## src/rtl/axi_pkg.sv

```systemverilog
// Shared AXI4 encodings, read-bridge FSM state type and a constant-width helper
// used by the memory-mapped to stream read bridge.
package axi_pkg;

    localparam logic [1:0] AXI_BURST_INCR  = 2'b01;
    localparam logic [1:0] AXI_RESP_OKAY   = 2'b00;
    localparam logic [1:0] AXI_RESP_EXOKAY = 2'b01;
    localparam logic [1:0] AXI_RESP_SLVERR = 2'b10;
    localparam logic [1:0] AXI_RESP_DECERR = 2'b11;

    // Bursts must never cross this byte boundary.
    localparam int unsigned AXI_BOUNDARY_4K = 4096;

    typedef enum logic [1:0] {
        StIdle,
        StAddr,
        StData,
        StDone
    } rd_state_e;

    function automatic int unsigned clog2(input int unsigned value);
        int unsigned res;
        res = 0;
        for (int unsigned i = 0; i < 32; i++) begin
            if ((64'd1 << i) < 64'(value)) res = i + 1;
        end
        return res;
    endfunction

endpackage

```

## src/rtl/axi_mm_axis_reader_if.sv

```systemverilog
// Command, AXI4 read (AR/R), AXI-Stream and status signals of the read bridge.
// master is the bridge side, slave is the surrounding system.
interface axi_mm_axis_reader_if #(
    parameter int DATA_WIDTH = 512,
    parameter int KEEP_WIDTH = DATA_WIDTH / 8,
    parameter int ADDR_WIDTH = 34,
    parameter int ID_WIDTH   = 8,
    parameter int LEN_WIDTH  = 20
);

    logic [ADDR_WIDTH-1:0] s_cmd_addr;
    logic [LEN_WIDTH-1:0]  s_cmd_len;
    logic                  s_cmd_valid;
    logic                  s_cmd_ready;

    logic [ID_WIDTH-1:0]   m_axi_arid;
    logic [ADDR_WIDTH-1:0] m_axi_araddr;
    logic [7:0]            m_axi_arlen;
    logic [2:0]            m_axi_arsize;
    logic [1:0]            m_axi_arburst;
    logic                  m_axi_arlock;
    logic [3:0]            m_axi_arcache;
    logic [2:0]            m_axi_arprot;
    logic                  m_axi_arvalid;
    logic                  m_axi_arready;

    logic [ID_WIDTH-1:0]   m_axi_rid;
    logic [DATA_WIDTH-1:0] m_axi_rdata;
    logic [1:0]            m_axi_rresp;
    logic                  m_axi_rlast;
    logic                  m_axi_rvalid;
    logic                  m_axi_rready;

    logic [DATA_WIDTH-1:0] m_axis_tdata;
    logic [KEEP_WIDTH-1:0] m_axis_tkeep;
    logic                  m_axis_tlast;
    logic                  m_axis_tvalid;
    logic                  m_axis_tready;

    logic                  status_done;
    logic                  status_error;

    modport master (
        input  s_cmd_addr, s_cmd_len, s_cmd_valid,
        output s_cmd_ready,
        output m_axi_arid, m_axi_araddr, m_axi_arlen, m_axi_arsize, m_axi_arburst,
        output m_axi_arlock, m_axi_arcache, m_axi_arprot, m_axi_arvalid,
        input  m_axi_arready,
        input  m_axi_rid, m_axi_rdata, m_axi_rresp, m_axi_rlast, m_axi_rvalid,
        output m_axi_rready,
        output m_axis_tdata, m_axis_tkeep, m_axis_tlast, m_axis_tvalid,
        input  m_axis_tready,
        output status_done, status_error
    );

    modport slave (
        output s_cmd_addr, s_cmd_len, s_cmd_valid,
        input  s_cmd_ready,
        input  m_axi_arid, m_axi_araddr, m_axi_arlen, m_axi_arsize, m_axi_arburst,
        input  m_axi_arlock, m_axi_arcache, m_axi_arprot, m_axi_arvalid,
        output m_axi_arready,
        output m_axi_rid, m_axi_rdata, m_axi_rresp, m_axi_rlast, m_axi_rvalid,
        input  m_axi_rready,
        input  m_axis_tdata, m_axis_tkeep, m_axis_tlast, m_axis_tvalid,
        output m_axis_tready,
        input  status_done, status_error
    );

endinterface

```

## src/rtl/axis_skid_reg.sv

```systemverilog
// Two-entry AXI-Stream register slice: entry a drives the output, entry b absorbs
// one beat while the sink stalls. in_ready depends only on registered state.
module axis_skid_reg #(
    parameter int DATA_WIDTH = 512,
    parameter int KEEP_WIDTH = DATA_WIDTH / 8
) (
    input  logic                  clk,
    input  logic                  rst,
    input  logic [DATA_WIDTH-1:0] in_data,
    input  logic [KEEP_WIDTH-1:0] in_keep,
    input  logic                  in_last,
    input  logic                  in_valid,
    output logic                  in_ready,
    output logic [DATA_WIDTH-1:0] out_data,
    output logic [KEEP_WIDTH-1:0] out_keep,
    output logic                  out_last,
    output logic                  out_valid,
    input  logic                  out_ready
);

    typedef struct packed {
        logic [DATA_WIDTH-1:0] data;
        logic [KEEP_WIDTH-1:0] keep;
        logic                  last;
    } beat_t;

    beat_t a_q, a_d, b_q, b_d, in_beat;
    logic  a_valid_q, a_valid_d, b_valid_q, b_valid_d;
    logic  push, pop;

    assign in_beat  = '{data: in_data, keep: in_keep, last: in_last};
    assign in_ready = !b_valid_q;
    assign push     = in_valid && in_ready;
    assign pop      = a_valid_q && out_ready;

    always_comb begin
        a_d       = a_q;
        b_d       = b_q;
        a_valid_d = a_valid_q;
        b_valid_d = b_valid_q;
        if (b_valid_q) begin
            // Full: no push possible, b moves up when a leaves.
            if (pop) begin
                a_d       = b_q;
                b_valid_d = 1'b0;
            end
        end else if (a_valid_q) begin
            if (pop && push) begin
                a_d = in_beat;
            end else if (pop) begin
                a_valid_d = 1'b0;
            end else if (push) begin
                b_d       = in_beat;
                b_valid_d = 1'b1;
            end
        end else if (push) begin
            a_d       = in_beat;
            a_valid_d = 1'b1;
        end
    end

    always_ff @(posedge clk) begin
        if (rst) begin
            a_valid_q <= 1'b0;
            b_valid_q <= 1'b0;
        end else begin
            a_valid_q <= a_valid_d;
            b_valid_q <= b_valid_d;
        end
    end

    always_ff @(posedge clk) begin
        a_q <= a_d;
        b_q <= b_d;
    end

    assign out_data  = a_q.data;
    assign out_keep  = a_q.keep;
    assign out_last  = a_q.last;
    assign out_valid = a_valid_q;

endmodule

```

## src/rtl/axi_mm_axis_reader.sv

```systemverilog
// AXI4 read bridge: turns a (byte address, byte length) command into INCR bursts
// that never cross 4 KiB, and forwards the read data as one AXI-Stream packet.
module axi_mm_axis_reader
    import axi_pkg::*;
#(
    parameter int DATA_WIDTH    = 512,
    parameter int KEEP_WIDTH    = DATA_WIDTH / 8,
    parameter int ADDR_WIDTH    = 34,
    parameter int ID_WIDTH      = 8,
    parameter int LEN_WIDTH     = 20,
    parameter int MAX_BURST_LEN = 16
) (
    input logic                  clk,
    input logic                  rst,
    axi_mm_axis_reader_if.master bus
);

    localparam int ADDR_LSB   = clog2(KEEP_WIDTH);
    localparam int KEEP_CNT_W = ADDR_LSB + 1;

    rd_state_e             state_q, state_d;
    logic [ADDR_WIDTH-1:0] cur_addr_q, cur_addr_d;
    logic [LEN_WIDTH-1:0]  rem_q, rem_d;
    logic [LEN_WIDTH-1:0]  burst_q, burst_d;
    logic [LEN_WIDTH-1:0]  burst_left_q, burst_left_d;
    logic [KEEP_CNT_W-1:0] last_keep_q, last_keep_d;
    logic                  err_q, err_d;

    logic [ADDR_WIDTH-1:0] cmd_addr_aligned;
    logic [LEN_WIDTH-1:0]  cmd_beats;
    logic [ADDR_LSB-1:0]   cmd_tail;
    logic [KEEP_WIDTH-1:0] last_mask;
    logic                  rd_window, rready, r_beat, beat_last;
    logic                  skid_in_ready, skid_out_valid;

    // Beats allowed in the next burst: remaining, capped by the burst limit and the
    // distance to the next 4 KiB boundary.
    function automatic logic [LEN_WIDTH-1:0] burst_calc(input logic [ADDR_WIDTH-1:0] addr,
                                                        input logic [LEN_WIDTH-1:0]  rem);
        logic [12:0]          to_bnd;
        logic [LEN_WIDTH-1:0] n;
        to_bnd = (13'(AXI_BOUNDARY_4K) - {1'b0, addr[11:0]}) >> ADDR_LSB;
        n      = rem;
        if (n > LEN_WIDTH'(MAX_BURST_LEN)) n = LEN_WIDTH'(MAX_BURST_LEN);
        if (n > LEN_WIDTH'(to_bnd)) n = LEN_WIDTH'(to_bnd);
        return n;
    endfunction

    assign cmd_addr_aligned = {bus.s_cmd_addr[ADDR_WIDTH-1:ADDR_LSB], {ADDR_LSB{1'b0}}};
    assign cmd_tail         = bus.s_cmd_len[ADDR_LSB-1:0];
    assign cmd_beats        = (bus.s_cmd_len >> ADDR_LSB) + LEN_WIDTH'(|cmd_tail);

    always_comb begin
        last_mask = '0;
        for (int i = 0; i < KEEP_WIDTH; i++) begin
            last_mask[i] = KEEP_CNT_W'(i) < last_keep_q;
        end
    end

    // R beats are only taken while the current burst still owes data.
    assign rd_window = (state_q == StData) && (burst_left_q != '0);
    assign rready    = rd_window && skid_in_ready;
    assign r_beat    = bus.m_axi_rvalid && rready;
    assign beat_last = rem_q == LEN_WIDTH'(1);

    always_comb begin
        state_d      = state_q;
        cur_addr_d   = cur_addr_q;
        rem_d        = rem_q;
        burst_d      = burst_q;
        burst_left_d = burst_left_q;
        last_keep_d  = last_keep_q;
        err_d        = err_q;
        unique case (state_q)
            StIdle: begin
                if (bus.s_cmd_valid) begin
                    cur_addr_d  = cmd_addr_aligned;
                    rem_d       = cmd_beats;
                    last_keep_d = (cmd_tail == '0) ? KEEP_CNT_W'(KEEP_WIDTH)
                                                   : {1'b0, cmd_tail};
                    if (bus.s_cmd_len == '0) begin
                        state_d = StDone;
                    end else begin
                        burst_d = burst_calc(cmd_addr_aligned, cmd_beats);
                        state_d = StAddr;
                    end
                end
            end
            StAddr: begin
                if (bus.m_axi_arready) begin
                    cur_addr_d   = cur_addr_q + (ADDR_WIDTH'(burst_q) << ADDR_LSB);
                    burst_left_d = burst_q;
                    state_d      = StData;
                end
            end
            StData: begin
                if (r_beat) begin
                    burst_left_d = burst_left_q - LEN_WIDTH'(1);
                    rem_d        = rem_q - LEN_WIDTH'(1);
                    err_d        = err_q || (bus.m_axi_rresp != AXI_RESP_OKAY);
                end else if (burst_left_q == '0) begin
                    if (rem_q != '0) begin
                        burst_d = burst_calc(cur_addr_q, rem_q);
                        state_d = StAddr;
                    end else if (!skid_out_valid) begin
                        state_d = StDone;
                    end
                end
            end
            StDone: begin
                err_d   = 1'b0;
                state_d = StIdle;
            end
            default: state_d = StIdle;
        endcase
    end

    always_ff @(posedge clk) begin
        if (rst) begin
            state_q      <= StIdle;
            cur_addr_q   <= '0;
            rem_q        <= '0;
            burst_q      <= '0;
            burst_left_q <= '0;
            last_keep_q  <= '0;
            err_q        <= 1'b0;
        end else begin
            state_q      <= state_d;
            cur_addr_q   <= cur_addr_d;
            rem_q        <= rem_d;
            burst_q      <= burst_d;
            burst_left_q <= burst_left_d;
            last_keep_q  <= last_keep_d;
            err_q        <= err_d;
        end
    end

    axis_skid_reg #(
        .DATA_WIDTH(DATA_WIDTH),
        .KEEP_WIDTH(KEEP_WIDTH)
    ) u_skid (
        .clk      (clk),
        .rst      (rst),
        .in_data  (bus.m_axi_rdata),
        .in_keep  (beat_last ? last_mask : {KEEP_WIDTH{1'b1}}),
        .in_last  (beat_last),
        .in_valid (bus.m_axi_rvalid && rd_window),
        .in_ready (skid_in_ready),
        .out_data (bus.m_axis_tdata),
        .out_keep (bus.m_axis_tkeep),
        .out_last (bus.m_axis_tlast),
        .out_valid(skid_out_valid),
        .out_ready(bus.m_axis_tready)
    );

    assign bus.m_axis_tvalid = skid_out_valid;
    assign bus.m_axi_rready  = rready;

    assign bus.s_cmd_ready   = (state_q == StIdle) && !rst;
    assign bus.m_axi_arid    = '0;
    assign bus.m_axi_araddr  = cur_addr_q;
    assign bus.m_axi_arlen   = 8'(burst_q - LEN_WIDTH'(1));
    assign bus.m_axi_arsize  = 3'(ADDR_LSB);
    assign bus.m_axi_arburst = AXI_BURST_INCR;
    assign bus.m_axi_arlock  = 1'b0;
    assign bus.m_axi_arcache = 4'h0;
    assign bus.m_axi_arprot  = 3'h0;
    assign bus.m_axi_arvalid = state_q == StAddr;
    assign bus.status_done   = state_q == StDone;
    assign bus.status_error  = (state_q == StDone) && err_q;

    logic unused_ok;
    assign unused_ok = ^{bus.m_axi_rid, bus.m_axi_rlast, bus.s_cmd_addr[ADDR_LSB-1:0]};

endmodule
```

## src/flat_wrapper.sv

```systemverilog
// flat-port wrapper written by rule: the top's interface ports become plain ports
module axi_mm_axis_reader_flat import axi_pkg::*;
#(
    parameter int DATA_WIDTH    = 512,
    parameter int KEEP_WIDTH    = DATA_WIDTH / 8,
    parameter int ADDR_WIDTH    = 34,
    parameter int ID_WIDTH      = 8,
    parameter int LEN_WIDTH     = 20,
    parameter int MAX_BURST_LEN = 16
)
  (clk, rst, bus_s_cmd_addr, bus_s_cmd_len, bus_s_cmd_valid, bus_s_cmd_ready, bus_m_axi_arid, bus_m_axi_araddr, bus_m_axi_arlen, bus_m_axi_arsize, bus_m_axi_arburst, bus_m_axi_arlock, bus_m_axi_arcache, bus_m_axi_arprot, bus_m_axi_arvalid, bus_m_axi_arready, bus_m_axi_rid, bus_m_axi_rdata, bus_m_axi_rresp, bus_m_axi_rlast, bus_m_axi_rvalid, bus_m_axi_rready, bus_m_axis_tdata, bus_m_axis_tkeep, bus_m_axis_tlast, bus_m_axis_tvalid, bus_m_axis_tready, bus_status_done, bus_status_error);
  axi_mm_axis_reader_if #(.DATA_WIDTH(DATA_WIDTH), .KEEP_WIDTH(KEEP_WIDTH), .ADDR_WIDTH(ADDR_WIDTH), .ID_WIDTH(ID_WIDTH), .LEN_WIDTH(LEN_WIDTH)) bus_i ();
  input logic clk;
  input logic rst;
  input wire logic [$bits(bus_i.s_cmd_addr)-1:0] bus_s_cmd_addr;
  input wire logic [$bits(bus_i.s_cmd_len)-1:0] bus_s_cmd_len;
  input wire logic [$bits(bus_i.s_cmd_valid)-1:0] bus_s_cmd_valid;
  output wire logic [$bits(bus_i.s_cmd_ready)-1:0] bus_s_cmd_ready;
  output wire logic [$bits(bus_i.m_axi_arid)-1:0] bus_m_axi_arid;
  output wire logic [$bits(bus_i.m_axi_araddr)-1:0] bus_m_axi_araddr;
  output wire logic [$bits(bus_i.m_axi_arlen)-1:0] bus_m_axi_arlen;
  output wire logic [$bits(bus_i.m_axi_arsize)-1:0] bus_m_axi_arsize;
  output wire logic [$bits(bus_i.m_axi_arburst)-1:0] bus_m_axi_arburst;
  output wire logic [$bits(bus_i.m_axi_arlock)-1:0] bus_m_axi_arlock;
  output wire logic [$bits(bus_i.m_axi_arcache)-1:0] bus_m_axi_arcache;
  output wire logic [$bits(bus_i.m_axi_arprot)-1:0] bus_m_axi_arprot;
  output wire logic [$bits(bus_i.m_axi_arvalid)-1:0] bus_m_axi_arvalid;
  input wire logic [$bits(bus_i.m_axi_arready)-1:0] bus_m_axi_arready;
  input wire logic [$bits(bus_i.m_axi_rid)-1:0] bus_m_axi_rid;
  input wire logic [$bits(bus_i.m_axi_rdata)-1:0] bus_m_axi_rdata;
  input wire logic [$bits(bus_i.m_axi_rresp)-1:0] bus_m_axi_rresp;
  input wire logic [$bits(bus_i.m_axi_rlast)-1:0] bus_m_axi_rlast;
  input wire logic [$bits(bus_i.m_axi_rvalid)-1:0] bus_m_axi_rvalid;
  output wire logic [$bits(bus_i.m_axi_rready)-1:0] bus_m_axi_rready;
  output wire logic [$bits(bus_i.m_axis_tdata)-1:0] bus_m_axis_tdata;
  output wire logic [$bits(bus_i.m_axis_tkeep)-1:0] bus_m_axis_tkeep;
  output wire logic [$bits(bus_i.m_axis_tlast)-1:0] bus_m_axis_tlast;
  output wire logic [$bits(bus_i.m_axis_tvalid)-1:0] bus_m_axis_tvalid;
  input wire logic [$bits(bus_i.m_axis_tready)-1:0] bus_m_axis_tready;
  output wire logic [$bits(bus_i.status_done)-1:0] bus_status_done;
  output wire logic [$bits(bus_i.status_error)-1:0] bus_status_error;
  assign bus_i.s_cmd_addr = bus_s_cmd_addr;
  assign bus_i.s_cmd_len = bus_s_cmd_len;
  assign bus_i.s_cmd_valid = bus_s_cmd_valid;
  assign bus_s_cmd_ready = bus_i.s_cmd_ready;
  assign bus_m_axi_arid = bus_i.m_axi_arid;
  assign bus_m_axi_araddr = bus_i.m_axi_araddr;
  assign bus_m_axi_arlen = bus_i.m_axi_arlen;
  assign bus_m_axi_arsize = bus_i.m_axi_arsize;
  assign bus_m_axi_arburst = bus_i.m_axi_arburst;
  assign bus_m_axi_arlock = bus_i.m_axi_arlock;
  assign bus_m_axi_arcache = bus_i.m_axi_arcache;
  assign bus_m_axi_arprot = bus_i.m_axi_arprot;
  assign bus_m_axi_arvalid = bus_i.m_axi_arvalid;
  assign bus_i.m_axi_arready = bus_m_axi_arready;
  assign bus_i.m_axi_rid = bus_m_axi_rid;
  assign bus_i.m_axi_rdata = bus_m_axi_rdata;
  assign bus_i.m_axi_rresp = bus_m_axi_rresp;
  assign bus_i.m_axi_rlast = bus_m_axi_rlast;
  assign bus_i.m_axi_rvalid = bus_m_axi_rvalid;
  assign bus_m_axi_rready = bus_i.m_axi_rready;
  assign bus_m_axis_tdata = bus_i.m_axis_tdata;
  assign bus_m_axis_tkeep = bus_i.m_axis_tkeep;
  assign bus_m_axis_tlast = bus_i.m_axis_tlast;
  assign bus_m_axis_tvalid = bus_i.m_axis_tvalid;
  assign bus_i.m_axis_tready = bus_m_axis_tready;
  assign bus_status_done = bus_i.status_done;
  assign bus_status_error = bus_i.status_error;
  axi_mm_axis_reader #(.DATA_WIDTH(DATA_WIDTH), .KEEP_WIDTH(KEEP_WIDTH), .ADDR_WIDTH(ADDR_WIDTH), .ID_WIDTH(ID_WIDTH), .LEN_WIDTH(LEN_WIDTH), .MAX_BURST_LEN(MAX_BURST_LEN)) u_core (.clk(clk), .rst(rst), .bus(bus_i));
endmodule
```

## config.mk

```make
export PLATFORM = sky130hd
export DESIGN_NAME = axi_mm_axis_reader_flat
export DESIGN_NICKNAME = d
export VERILOG_FILES = /design/src/rtl/axi_pkg.sv /design/src/rtl/axi_mm_axis_reader_if.sv /design/src/rtl/axis_skid_reg.sv /design/src/rtl/axi_mm_axis_reader.sv /design/src/flat_wrapper.sv
export SDC_FILE = /design/constraint.sdc
export NUM_CORES = 1
export LEC_CHECK = 0
export ABC_CLOCK_PERIOD_IN_PS = 63900
export BUFFER_PORTS_ARGS = -buffer_cell sky130_fd_sc_hd__buf_2
export CORE_AREA = 2 2 475 477
export DETAILED_ROUTE_END_ITERATION = 7
export DIE_AREA = 0 0 477 479
export MAX_ROUTING_LAYER = met4
export PLACE_DENSITY = 0.43
export SETUP_SLACK_MARGIN = 0.15
export SLEW_MARGIN = 30
export SYNTH_ARGS = -nofsm -noshare
export SYNTH_HDL_FRONTEND = slang
export SYNTH_HIERARCHICAL = 1
export SYNTH_SLANG_ARGS = --single-unit
```

## constraint.sdc

```tcl
create_clock -name clk -period 63.9 [get_ports clk]
set_input_delay 12.78 -clock clk [delete_from_list [all_inputs] [get_ports clk]]
set_output_delay 12.78 -clock clk [all_outputs]
set_load 0.05 [all_outputs]
```

==> flow_metrics.tcl <==
set metrics [dict create \
    cap_violations 0 \
    endpoint_kind "output port" \
    grt_pass1_vias 30400 \
    hpwl_um 128000 \
    timing.final.ws_setup_ps 37570 \
    slowest_stage "buf_4" \
    die_y_um 479 \
    timing.final.crit_period_ps 26330 \
    syn_avg_cell_area_um2 17.0 \
    rr_startpoint "u_core/state_q[1]$_SDFFE_PP0P_" \
    worstMarginPinSlew_ps 1070 \
    clock_path_buffers 3 \
    ys_seq_area_share_pct 73.3 \
    post_cts_resized 0 \
    clock_sinks 1254 \
    synthToLayoutAreaGrowth_pct 27.9 \
    netlist_instances 2946 \
    synth-main-ff-cell "edfxtp_1" \
    tns_ps 0 \
    initialDrtViolationCount 2242 \
    wl_per_cell_um 23.7 \
    gp_congestion 0.825 \
    synthArstFlopShare_pct 0 \
    grt_pass1_wl_um 240000 \
    layout.nets 4815 \
    critPathMaxStageDelay_ps 450 \
    dieArea_um2 228000 \
    crit_type "in2out" \
    hold_start "u_core/burst_left_q[1]$_SDFFE_PP0P_" \
    crit_arrival_ps 13550 \
    fillers 22854 \
    cts_buffers 150 \
    final_util_pct 28.6 \
    finalCritPeriodShare_pct 41.2 \
    grt-ovfl-total 0 \
    num_vias 30714 \
    io_buffers 1186 \
    htreeDepth 4 \
    hp-class "reg2reg" \
    clock.fmax_mhz 38.0 \
    grt_setup_unrepaired "false" \
    hold_buffers 0 \
    synth_top_area_share_pct 69.3 \
    setup_viol 0 \
    ioPinCount 1229 \
    synth_edf_count 1154 \
    drtAntennaViolNets 0 \
    ir_drop_v 0.0000226 \
    hold_violations 0 \
    cts_tree "yes" \
    leakagePower_nw 22.0 \
    crit_fanout 46 \
    stdcell_count 7363 \
    worstPathRequired_ps 51120 \
    synth_top_area_cell "edfxtp_1" \
    ys_types 80 \
    synthTopCellsByCount "edfxtp_1, mux2_2, nand2_1, nor2_1, o21ai_0" \
    grt_start_max_net_pins 154 \
    status "finished, final reports clean" \
    synth_area_leaders "edfxtp_1, mux2_2, dfxtp_1, nand2_1, ha_1" \
    cpLargestDelayFamily "buffers and inverters" \
    core-area_um2 224000 \
    insertion_delay_ps 800 \
    reg2reg_depth 10 \
    grt_antenna_before_repair 114 \
    postCtsSetupBuffers 0 \
    clock_skew_ps 62.1 \
    p_per_area_nw_per_um2 29.8 \
    crit_chain "buf_4 > nor3_1 > buf_2" \
    slew_viol_final 0 \
    slew_headroom_pct 28.5 \
    dp_cells 7026 \
    r2r_setup_slack_ps 58380 \
    dieWidth_um 477 \
    drive_gt1_share_pct 47.4 \
    min_path_cells 2 \
    root_buffer "clkbuf_16" \
    num_rows 174 \
    drtPass1Iterations 5 \
    drc 0 \
    yosys.cell_count.top_type "edfxtp_1" \
    reg2reg_to "u_core/u_skid/b_q[246]$_DFFE_PP_" \
    syn_area_um2 50000 \
    ys_ff_latch 1254 \
    hold_end "u_core/burst_left_q[1]$_SDFFE_PP0P_" \
    clkTransAtPathRegs_ps 50 \
    synth_warnings 6 \
    worstSetupStartpointType "primary input" \
    initial_core_util_pct 22.4 \
    pre_cts_slack_ps 37540 \
    crit_buf_inv 2 \
    wl_um 174000 \
    viasPerCell 4.17 \
    grt.total_usage_pct 15.1 \
]
## how the worst max path moves through the flow
stage	from	to	slack, ps	cells after the start
6_report	rst	bus_s_cmd_ready	37570	3
5_1_grt	rst	bus_s_cmd_ready	37490	3
4_1_cts	rst	bus_s_cmd_ready	37540	3
3_5_place_dp	rst	bus_s_cmd_ready	37540	3
3_3_place_gp	rst	bus_s_cmd_ready	37530	3
2_1_floorplan	bus_m_axis_tready	u_core/u_skid/b_q[0]$_DFFE_PP_	18180	1
## kinds of logic after synthesis
kind of cell / Yosys count / share of synthesized area [%]
buffers and inverters: 198 / 2.83
AOI/OAI and AO/OA: 339 / 4.31
muxes: 585 / 13.2
xor gates and xnor gates: 37 / 0.648
and+or+nand+nor: 487 / 4.65
other: 2 / 0.0150
adders and majority gates: 44 / 1.12
DFF: 1254 / 73.3
## metal layers
metal  part of all wire, %  track usage [%]
met5                     0                -
met4                   1.9             3.30
met3                   7.5             5.33
met2                    49             24.8
met1                    42             17.6
## per-stage QoR
step	power [mW]	instance area (um2)	hold slack, ps
3_5_place_dp	1.08	58900	470
4_1_cts	1.94	63800	478
6_report	1.91	64000	481
2_1_floorplan	1.03	50100	440
5_1_grt	1.98	64000	509
3_3_place_gp	1.08	58900	457
## worst register-to-register path, stage by stage, from the launching register on
cell	delay, ps
dfxtp_1	530
nor2b_4	200
buf_4	480
o41a_4	390
and2_1	210
inv_1	100
nor4b_4	250
buf_4	450
buf_12	450
buf_4	1090
buf_4	900
## cell type report
cell class / instances / area [um2] / share of cell area [%]
Sequential cell: 1254 / 36700 / 57.3
Inverter: 40 / 150 / 0.235
Antenna cell: 58 / 145 / 0.227
Tap cell: 2992 / 3740 / 5.85
Multi-Input combinational cell: 1523 / 12100 / 18.9
Clock inverter: 81 / 821 / 1.28
Timing Repair Buffer: 1219 / 6350 / 9.92
Clock buffer: 196 / 4020 / 6.28
## report_power, final
group | switching (mW) | internal, mW | leakage [nW]
Clock | 0.364 | 0.481 | 2.35
Sequential | 0.00929 | 0.906 | 10.8
Combinational | 0.0956 | 0.0509 | 8.83
Total | 0.468 | 1.44 | 22.0
## state kept, by name, summed over array words and instances (netlist names)
| register | count |
|---|---|
| u_core/bus.m_axi_araddr | 28 |
| u_core/u_skid/b_valid_q | 1 |
| u_core/err_q | 1 |
| u_core/burst_q | 20 |
| u_core/state_q | 2 |
| u_core/burst_left_q | 20 |
| u_core/u_skid/out_keep | 64 |
| u_core/u_skid/out_data | 512 |
| u_core/last_keep_q | 7 |
| u_core/u_skid/out_valid | 1 |
| u_core/u_skid/out_last | 1 |
| u_core/rem_q | 20 |
| u_core/u_skid/b_q | 577 |
## placed cells by master (no fill, tap or decap), types with 7 or more instances in the layout
master / instances
and2_4: 11
a311oi_1: 10
or3_1: 12
o32ai_1: 7
buf_2: 1185
clkinv_2: 25
conb_1: 31
dfxtp_1: 99
clkinv_16: 7
a21o_1: 9
bufinv_16: 8
buf_12: 8
nor2_1: 138
a31oi_1: 11
clkinv_1: 29
nor3_1: 46
mux2_2: 581
buf_4: 22
and2_1: 12
a21oi_1: 87
edfxtp_1: 1154
nand2_1: 146
clkbuf_1: 39
nor2b_1: 7
a22oi_1: 11
diode_2: 58
xor2_1: 19
o21a_1: 10
o21ai_0: 102
nand3_1: 33
and3_1: 14
o22ai_1: 7
nor4_1: 22
a211oi_1: 32
ha_1: 43
xnor2_1: 18
clkbuf_16: 152
nand2b_1: 7
inv_1: 40
(Power assumes the default switching activity.)
